$ cat src/rtl/gearbox_pkg.sv
// Shared constants and types for the 67-bit RX gearbox block-lock path.
// Latency: n/a (declarations only).
// Backpressure: n/a (no flow control in this package).
package gearbox_pkg;

    localparam int WORD_W     = 67;
    localparam int SH_INV_BIT = 66;
    localparam int SH_HI_BIT  = 65;
    localparam int SH_LO_BIT  = 64;

    localparam logic [1:0] SH_DATA = 2'b01;
    localparam logic [1:0] SH_CTRL = 2'b10;

    typedef enum logic [1:0] {
        ST_HUNT    = 2'd0,
        ST_HOLDOFF = 2'd1,
        ST_LOCKED  = 2'd2
    } lock_state_t;

    localparam int DEF_GOOD_CNT     = 64;
    localparam int DEF_WINDOW       = 64;
    localparam int DEF_BAD_MAX      = 16;
    localparam int DEF_SLIP_HOLDOFF = 4;

    // Counter width large enough to hold the larger of two limits.
    function automatic int cnt_width(input int a, input int b);
        return $clog2(((a > b) ? a : b) + 1);
    endfunction

    // A framing header is valid only when its two bits differ.
    function automatic logic sh_valid(input logic [1:0] sh);
        return sh[1] ^ sh[0];
    endfunction

endpackage

$ cat src/rtl/gearbox_rx_block_lock_sh_window_counter.sv
// Windowed sync-header counter: consecutive-good, window position and bad count.
// Latency: flags are combinational on the current word; counts update on the next edge.
// Backpressure: none; counts only on vld cycles, holds otherwise, clr wins over counting.
module sh_window_counter #(
    parameter int GOOD_CNT = 64,
    parameter int WINDOW   = 64,
    parameter int BAD_MAX  = 16,
    parameter int CW       = 7
) (
    input  logic clk,
    input  logic rst,
    input  logic vld,
    input  logic sh_ok,
    input  logic clr,
    output logic good_done,
    output logic window_done,
    output logic bad_limit
);

    logic [CW-1:0] good_cnt;
    logic [CW-1:0] win_cnt;
    logic [CW-1:0] bad_cnt;

    // Limit flags fire on the word that would make a counter reach its limit.
    always_comb begin
        good_done   = vld & sh_ok & (good_cnt == CW'(GOOD_CNT - 1));
        window_done = vld & (win_cnt == CW'(WINDOW - 1));
        bad_limit   = vld & ~sh_ok & (bad_cnt == CW'(BAD_MAX - 1));
    end

    // Each counter clears on reaching its limit so it can never wrap.
    always_ff @(posedge clk) begin
        if (rst || clr) begin
            good_cnt <= '0;
            win_cnt  <= '0;
            bad_cnt  <= '0;
        end else if (vld) begin
            good_cnt <= (!sh_ok || good_done) ? '0 : good_cnt + CW'(1);
            win_cnt  <= window_done ? '0 : win_cnt + CW'(1);
            bad_cnt  <= (window_done || bad_limit) ? '0
                      : bad_cnt + {{(CW-1){1'b0}}, ~sh_ok};
        end
    end

endmodule

$ cat src/rtl/gearbox_rx_block_lock.sv
// Block-lock FSM (HUNT/HOLDOFF/LOCKED) over gearbox words, issuing SLIP on misalignment.
// Latency: SLIP, BLOCK_LOCK and LOCK_STATE are registered, one cycle after the qualifying word.
// Backpressure: none; idle (DATA_IN_VALID=0) cycles freeze state. Optional BLOCK_LOCK_STATS_EN adds counters.
module gearbox_rx_block_lock
    import gearbox_pkg::*;
#(
    parameter int GOOD_CNT     = DEF_GOOD_CNT,
    parameter int WINDOW       = DEF_WINDOW,
    parameter int BAD_MAX      = DEF_BAD_MAX,
    parameter int SLIP_HOLDOFF = DEF_SLIP_HOLDOFF
) (
    input  logic              USER_CLK,
    input  logic              SYSTEM_RESET,
    input  logic [WORD_W-1:0] DATA_IN,
    input  logic              DATA_IN_VALID,
    output logic              SLIP,
    output logic              BLOCK_LOCK,
    output logic [1:0]        LOCK_STATE
`ifdef BLOCK_LOCK_STATS_EN
    ,
    output logic [7:0]        SLIP_COUNT,
    output logic [7:0]        LOCK_LOSS_COUNT
`endif
);

    localparam int CW = cnt_width(GOOD_CNT, WINDOW);
    localparam int HW = $clog2(SLIP_HOLDOFF + 1);

    lock_state_t   state;
    lock_state_t   state_nxt;
    logic          sh_ok;
    logic          good_done;
    logic          window_done;
    logic          bad_limit;
    logic          cnt_clr;
    logic          slip_nxt;
    logic          lock_nxt;
    logic          ho_done;
    logic [HW-1:0] ho_cnt;
    logic          unused_bits;

    assign sh_ok       = sh_valid(DATA_IN[SH_HI_BIT:SH_LO_BIT]);
    assign unused_bits = ^{DATA_IN[SH_INV_BIT], DATA_IN[SH_LO_BIT-1:0], window_done};
    assign LOCK_STATE  = state;

    sh_window_counter #(
        .GOOD_CNT (GOOD_CNT),
        .WINDOW   (WINDOW),
        .BAD_MAX  (BAD_MAX),
        .CW       (CW)
    ) u_cnt (
        .clk         (USER_CLK),
        .rst         (SYSTEM_RESET),
        .vld         (DATA_IN_VALID),
        .sh_ok       (sh_ok),
        .clr         (cnt_clr),
        .good_done   (good_done),
        .window_done (window_done),
        .bad_limit   (bad_limit)
    );

    // State register plus the registered SLIP/BLOCK_LOCK outputs.
    always_ff @(posedge USER_CLK) begin
        if (SYSTEM_RESET) begin
            state      <= ST_HUNT;
            SLIP       <= 1'b0;
            BLOCK_LOCK <= 1'b0;
        end else begin
            state      <= state_nxt;
            SLIP       <= slip_nxt;
            BLOCK_LOCK <= lock_nxt;
        end
    end

    // Next-state: every transition is qualified by a valid word; loss of lock beats window rollover.
    always_comb begin
        state_nxt = state;
        case (state)
            ST_HUNT: begin
                if (DATA_IN_VALID && !sh_ok) state_nxt = ST_HOLDOFF;
                else if (good_done)          state_nxt = ST_LOCKED;
            end
            ST_HOLDOFF: begin
                if (ho_done) state_nxt = ST_HUNT;
            end
            ST_LOCKED: begin
                if (bad_limit) state_nxt = ST_HOLDOFF;
            end
            default: state_nxt = ST_HUNT;
        endcase
    end

    // Output decode: slip request, lock level, counter clear and holdoff completion.
    always_comb begin
        slip_nxt = ((state == ST_HUNT) && DATA_IN_VALID && !sh_ok)
                 || ((state == ST_LOCKED) && bad_limit);
        lock_nxt = (state_nxt == ST_LOCKED);
        cnt_clr  = (state_nxt != state) || (state == ST_HOLDOFF);
        ho_done  = (state == ST_HOLDOFF) && DATA_IN_VALID
                 && (ho_cnt == HW'(SLIP_HOLDOFF - 1));
    end

    // Holdoff counter: counts valid words while the gearbox pipeline flushes.
    always_ff @(posedge USER_CLK) begin
        if (SYSTEM_RESET) begin
            ho_cnt <= '0;
        end else if ((state == ST_HOLDOFF) && DATA_IN_VALID) begin
            ho_cnt <= ho_done ? '0 : ho_cnt + HW'(1);
        end
    end

`ifdef BLOCK_LOCK_STATS_EN
    // Saturating event counters for slip pulses and lock losses.
    always_ff @(posedge USER_CLK) begin
        if (SYSTEM_RESET) begin
            SLIP_COUNT      <= 8'd0;
            LOCK_LOSS_COUNT <= 8'd0;
        end else begin
            if (slip_nxt && (SLIP_COUNT != 8'hFF))
                SLIP_COUNT <= SLIP_COUNT + 8'd1;
            if ((state == ST_LOCKED) && (state_nxt == ST_HOLDOFF) && (LOCK_LOSS_COUNT != 8'hFF))
                LOCK_LOSS_COUNT <= LOCK_LOSS_COUNT + 8'd1;
        end
    end
`endif

endmodule

$ cat config.mk
export PLATFORM = sky130hd
export DESIGN_NAME = gearbox_rx_block_lock
export DESIGN_NICKNAME = d
export VERILOG_FILES = /design/src/rtl/gearbox_pkg.sv /design/src/rtl/gearbox_rx_block_lock_sh_window_counter.sv /design/src/rtl/gearbox_rx_block_lock.sv
export SDC_FILE = /design/constraint.sdc
export NUM_CORES = 1
export LEC_CHECK = 0
export CAP_MARGIN = 15
export CORE_ASPECT_RATIO = 2
export CORE_MARGIN = 4
export CORE_UTILIZATION = 39
export CTS_BUF_LIST = sky130_fd_sc_hd__clkbuf_8
export CTS_CLUSTER_DIAMETER = 120
export CTS_CLUSTER_SIZE = 28
export DETAILED_ROUTE_END_ITERATION = 6
export GPL_TIMING_DRIVEN = 0
export PLACE_DENSITY = 0.82
export SYNTH_ARGS = -nofsm -noshare
export SYNTH_HDL_FRONTEND = slang
export SYNTH_HIERARCHICAL = 1
export SYNTH_SLANG_ARGS = --single-unit
$ cat constraint.sdc
create_clock -name USER_CLK -period 3.3 [get_ports USER_CLK]
set_input_delay 0.66 -clock USER_CLK [delete_from_list [all_inputs] [get_ports USER_CLK]]
set_output_delay 0.66 -clock USER_CLK [all_outputs]
set_load 0.02 [all_outputs]
After elaboration in Yosys (flattened, before gate mapping)
Cells that the tools add are included.

Register bits after elaboration: 28. Bits of input ports: 70. Output and inout bits: 4. Logic and storage cells: 48.

Add/sub/neg operators: 4. Eq/ne operators: 8. Mux-type cells: 9. Bitwise operators: 7. Reduce and logical (&&, ||, !) cells: 13.

Operator list (number): $mux 7 (3); $add 7x1->7 const B (2); $eq 7x6->1 const B (2); $mux 2 (4); $add 7x1->7 (1); $eq 7x4->1 const B (1); $logic_and 1x1->1 (6); $pmux 2 s3 (1); $and 1x1->1 (5); $logic_or 1x1->1 (5); $eq 2x2->1 const B (2); $add 3x1->3 const B (1); $eq 3x2->1 const B (1); $mux 3 (1); $eq 2x1->1 const B (1); $logic_not 2->1 (1); $ne 2x2->1 (1); $logic_not 1->1 (1); $not 1->1 (1); $xor 1x1->1 (1).

Logic depth before layout (Yosys ltp)
Depth in word-level cells: 9. Gate-level depth with buffers: 12. Mapped depth without buffers: 11.

Modules after synthesis
The synthesis kept the hierarchy.

Modules (own cells, without submodules): sh_window_counter (instances 1, cells each 106, area an instance 962.2 sq um); gearbox_rx_block_lock (instances 1, cells each 38, area an instance 339.1 sq um).

Worst setup path after synthesis
Ideal clock, no wire load.

Path kind: input to register. Start: input port DATA_IN[64]. End: register u_cnt.good_cnt[2]. Setup time: 0.132 ns. Arrival time: 2.400 ns. Required time: 3.168 ns. Path slack: 0.768 ns. Stages: 12. Buffers on the path: 1. Cells stage by stage: xnor2_1 inv_1 nor4b_1 and4b_1 nand2_2 o221a_2 nand4b_1 or2_1 buf_6 a21oi_1 o31ai_1 nor2_1.

Longest elaborated chain between the ends: 9.

Ends and longest elaborated chain: start: declaration (line gearbox_rx_block_lock.sv:14) `input logic [WORD_W-1:0] DATA_IN,`; $xor 1x1->1 (line gearbox_pkg.sv:32) `return sh[1] ^ sh[0];`; named net sh_ok (line gearbox_rx_block_lock.sv:31) `logic sh_ok;`; $not 1->1 (line gearbox_rx_block_lock_sh_window_counter.sv:28) `bad_limit = vld & ~sh_ok & (bad_cnt == CW'(BAD_MAX - 1));`; $and 1x1->1 (2 in series) (line gearbox_rx_block_lock_sh_window_counter.sv:28); named net bad_limit (line gearbox_rx_block_lock.sv:34) `logic bad_limit;`; $mux 2 (line gearbox_rx_block_lock.sv:87) `if (bad_limit) state_nxt = ST_HOLDOFF;`; $pmux 2 s3 (line gearbox_rx_block_lock.sv:78) `case (state)`; $ne 2x2->1 (line gearbox_rx_block_lock.sv:98) `cnt_clr = (state_nxt != state) || (state == ST_HOLDOFF);`; $logic_or 1x1->1 (line gearbox_rx_block_lock.sv:98); named net cnt_clr (line gearbox_rx_block_lock.sv:35) `logic cnt_clr;`; $logic_or 1x1->1 (line gearbox_rx_block_lock_sh_window_counter.sv:33) `if (rst || clr) begin`; end signal: assignment (line gearbox_rx_block_lock_sh_window_counter.sv:38) `good_cnt <= (!sh_ok || good_done) ? '0 : good_cnt + CW'(1);`; end: declaration (line gearbox_rx_block_lock_sh_window_counter.sv:20) `logic [CW-1:0] good_cnt;`.

The timed path passes the listed nets, and every way through them passes these cells. A chain may end at the register's enable or synchronous reset.

Worst setup path in the final report
Same ends and word-level chain as after synthesis.

==> metrics <==
Vias/cell=5.61; Cell variety after synth=34; CP endpoint=u_cnt/good_cnt[2]; min Tclk post-route=3.05 ns; PortBufs=8; total grt overflow=0; Switching Fraction=21.7%; share of cells above drive strength 1=7.69%; post-detail-place hpwl=1820 um; sequential area share after synthesis=43.1%; # H-tree levels=1; CTS tree=done; setup_tns=0 ns; Worst EP required=3.44 ns; Post-Syn Area per Cell=9.04 sq um; Total Wirelength=2410 um; Crit. Startpoint=DATA_IN[64]; root buffer cell=clkbuf_8; reg-to-reg critical path startpoint=u_cnt/good_cnt[0]; critical path class=in -> reg; residual DRC count=0; final core utilization=46.7%; startpoint types=input pin; # clock sinks=28; # rows=29; r2r endpoint=u_cnt/good_cnt[0]; DRT iter0 DRCs=22; total global-route track usage=11.6%; I/O pin cnt=74; flops & latches, synth=28; gp weighted congestion=0.756; status=complete, no violations; dominant cells by area after synthesis=dfxtp_1, xor2_1, ha_1, nor2_1, nand2_1; Max Cap Viol=0; highest clock rate=328 MHz; sequential cell area=561 sq um; Setup crit end kind=flop; drt pass-1 iters=4; die width=48.8 um; CP arrival=3.19 ns; Clock Power Share=38.8%; max-slew violations=0; Hold Buf Count CTS=0; peak supply drop=0.000268 V; Yosys warnings=6; Vias=1050; final antenna-violating net count=0; Core Area=3190 sq um; pin count of the biggest net entering global routing=17; hold_sp=ho_cnt[1]; leakage=0.000576 uW; Clock Skew=0.00576 ns; global-route wire length before repair=4110 um; area of the multi-input gates=693 sq um; post-CTS sizing=0; top-area cell type share of the netlist area=43.1%; post-placement cell count=183; Chip Height=89.7 um; ant diodes=0; Slew Limit Headroom=62.7%; Worst Tran Pin Value=0.555 ns; Num CTS Buffers=3; Gate Count Post-Synth=144; sequential share of power=51.0%; filler instances=315; Final Hold Vio Count=0; Final Non-Filler Cells=187; die area=4380 sq um; worst reg2reg setup slack=1.11 ns; Post-layout nets=233; Hold Crit Class=reg -> reg; initial antenna violation count=0; Clock Latency Late Sink=0.27 ns; Max FO, Critical Path=8; sw power=148 uW; Max Root-Sink Buffers=2; WL per Instance=12.9 um; combinational share of power=10.2%; R2R depth=10; Mapped Nets=220; Setup Buffers After CTS=0; P per Cell Area=459 nW/um^2; Finish-stage setup viols=0; Syn-to-layout area delta=14.6%; post-synth top area cell=dfxtp_1; Mapped Area=1300 sq um; Worst-path clk slew=0.09 ns; Starting Density=40.8%; crit share post-route=92.3%; vias in the first global route=1013; RSZ-0062 raised after global routing=no; Int Power=536 uW
==> synth_stat cells <==
library cell,number
dfxtp_1,28
nor2_1,20
nand2_1,15
xor2_1,11
a21oi_1,6
ha_1,6
nand3_1,6
nand4_1,6
inv_1,5
nand3b_1,4
nor3_1,4
a211oi_1,3
and3_1,3
mux2i_1,3
xnor2_1,3
buf_2,2
nand4b_1,2
a211oi_2,1
and4_1,1
and4b_1,1
buf_4,1
buf_6,1
nand2_2,1
nand2b_1,1
nand3b_4,1
nor2b_1,1
nor4_1,1
nor4b_1,1
o21ai_0,1
o21ai_1,1
o221a_2,1
o31ai_1,1
or2_1,1
or4_1,1
==> cells in the final DEF (no fill, tap or decap), drive strengths merged, types with 3 or more instances in the layout <==
cell,Yosys,layout
dfxtp,28,28
clkdlybuf4s50,0,8
nand3b,5,5
clkbuf,0,3
a21oi,6,6
and3,3,3
xor2,11,11
inv,5,5
nor3,4,4
xnor2,3,3
nand2,16,16
nand4,6,6
mux2i,3,3
a211oi,4,4
buf,4,4
nand3,6,6
nor2,20,20
ha,6,6
==> per-stage QoR <==
stage                     area (sq um)  hold slack (ns)  setup slack (ns)  power (uW)
after floorplan                   1300            0.434             0.768         404
after global placement            1420            0.448           0.00642         424
after detailed placement          1420            0.459           0.00150         426
after CTS                         1490            0.475             0.280         690
after global routing              1490            0.505             0.139         709
final                             1490            0.469             0.255         684
==> cell families after synthesis <==
group,share of synthesized area [%]
compound gates,7.21
xor+xnor,9.42
fa+ha+maj,5.77
buf+inv,3.65
flops,43.1
mux,2.31
simple gates,28.6
==> cell type report <==
| cell class | count | share of cell area, % |
|---|---|---|
| Multi-Input combinational cell | 107 | 46.5 |
| Sequential cell | 28 | 37.6 |
| Timing Repair Buffer | 8 | 5.37 |
| Clock buffer | 3 | 2.77 |
| Tap cell | 31 | 2.60 |
| Clock inverter | 1 | 2.01 |
| Buffer | 4 | 1.93 |
| Inverter | 5 | 1.26 |
==> per-layer routing <==
metal	track usage [%]	vias to the layer above	part of all wire [%]
met3	0.992	4	1.2
met2	23.5	16	57
met4	6.62	0	2.1
met5	0	-	0
met1	11.1	504	40
li1	-	526	-
==> worst max-delay path, cell delays in order <==
cell and delay [ns]:
clkdlybuf4s50_1 0.41, xnor2_1 0.33, inv_1 0.18, nor4b_1 0.26, and4b_1 0.30, nand2_2 0.08
o221a_2 0.29, nand4b_1 0.11, or2_1 0.12, buf_6 0.13, a21oi_1 0.04, o31ai_1 0.16
nor2_1 0.10
==> sequential cells by signal, summed over array words and instances (netlist names) <==
name,cells
u_cnt/bad_cnt,7
u_cnt/good_cnt,7
u_cnt/win_cnt,7
ho_cnt,3
LOCK_STATE,2
BLOCK_LOCK,1
SLIP,1
==> power by group through the flow <==
stage	combinational, uW	sequential (uW)	clock (uW)
2_1_floorplan	45.6	358	0
3_3_place_gp	67.7	357	0
3_5_place_dp	69.1	357	0
4_1_cts	69.7	349	272
5_1_grt	77.7	350	282
6_report	69.5	349	266
==> worst min path at each step <==
stage	to	slack (ns)	cells after the start
finish	ho_cnt[1]	0.47	2
global route	ho_cnt[1]	0.51	2
detailed placement	u_cnt/good_cnt[6]	0.46	2
CTS	ho_cnt[1]	0.47	2
floorplan	ho_cnt[1]	0.43	2
global placement	ho_cnt[1]	0.45	2
Note: power is estimated with default switching activity, not from simulation.
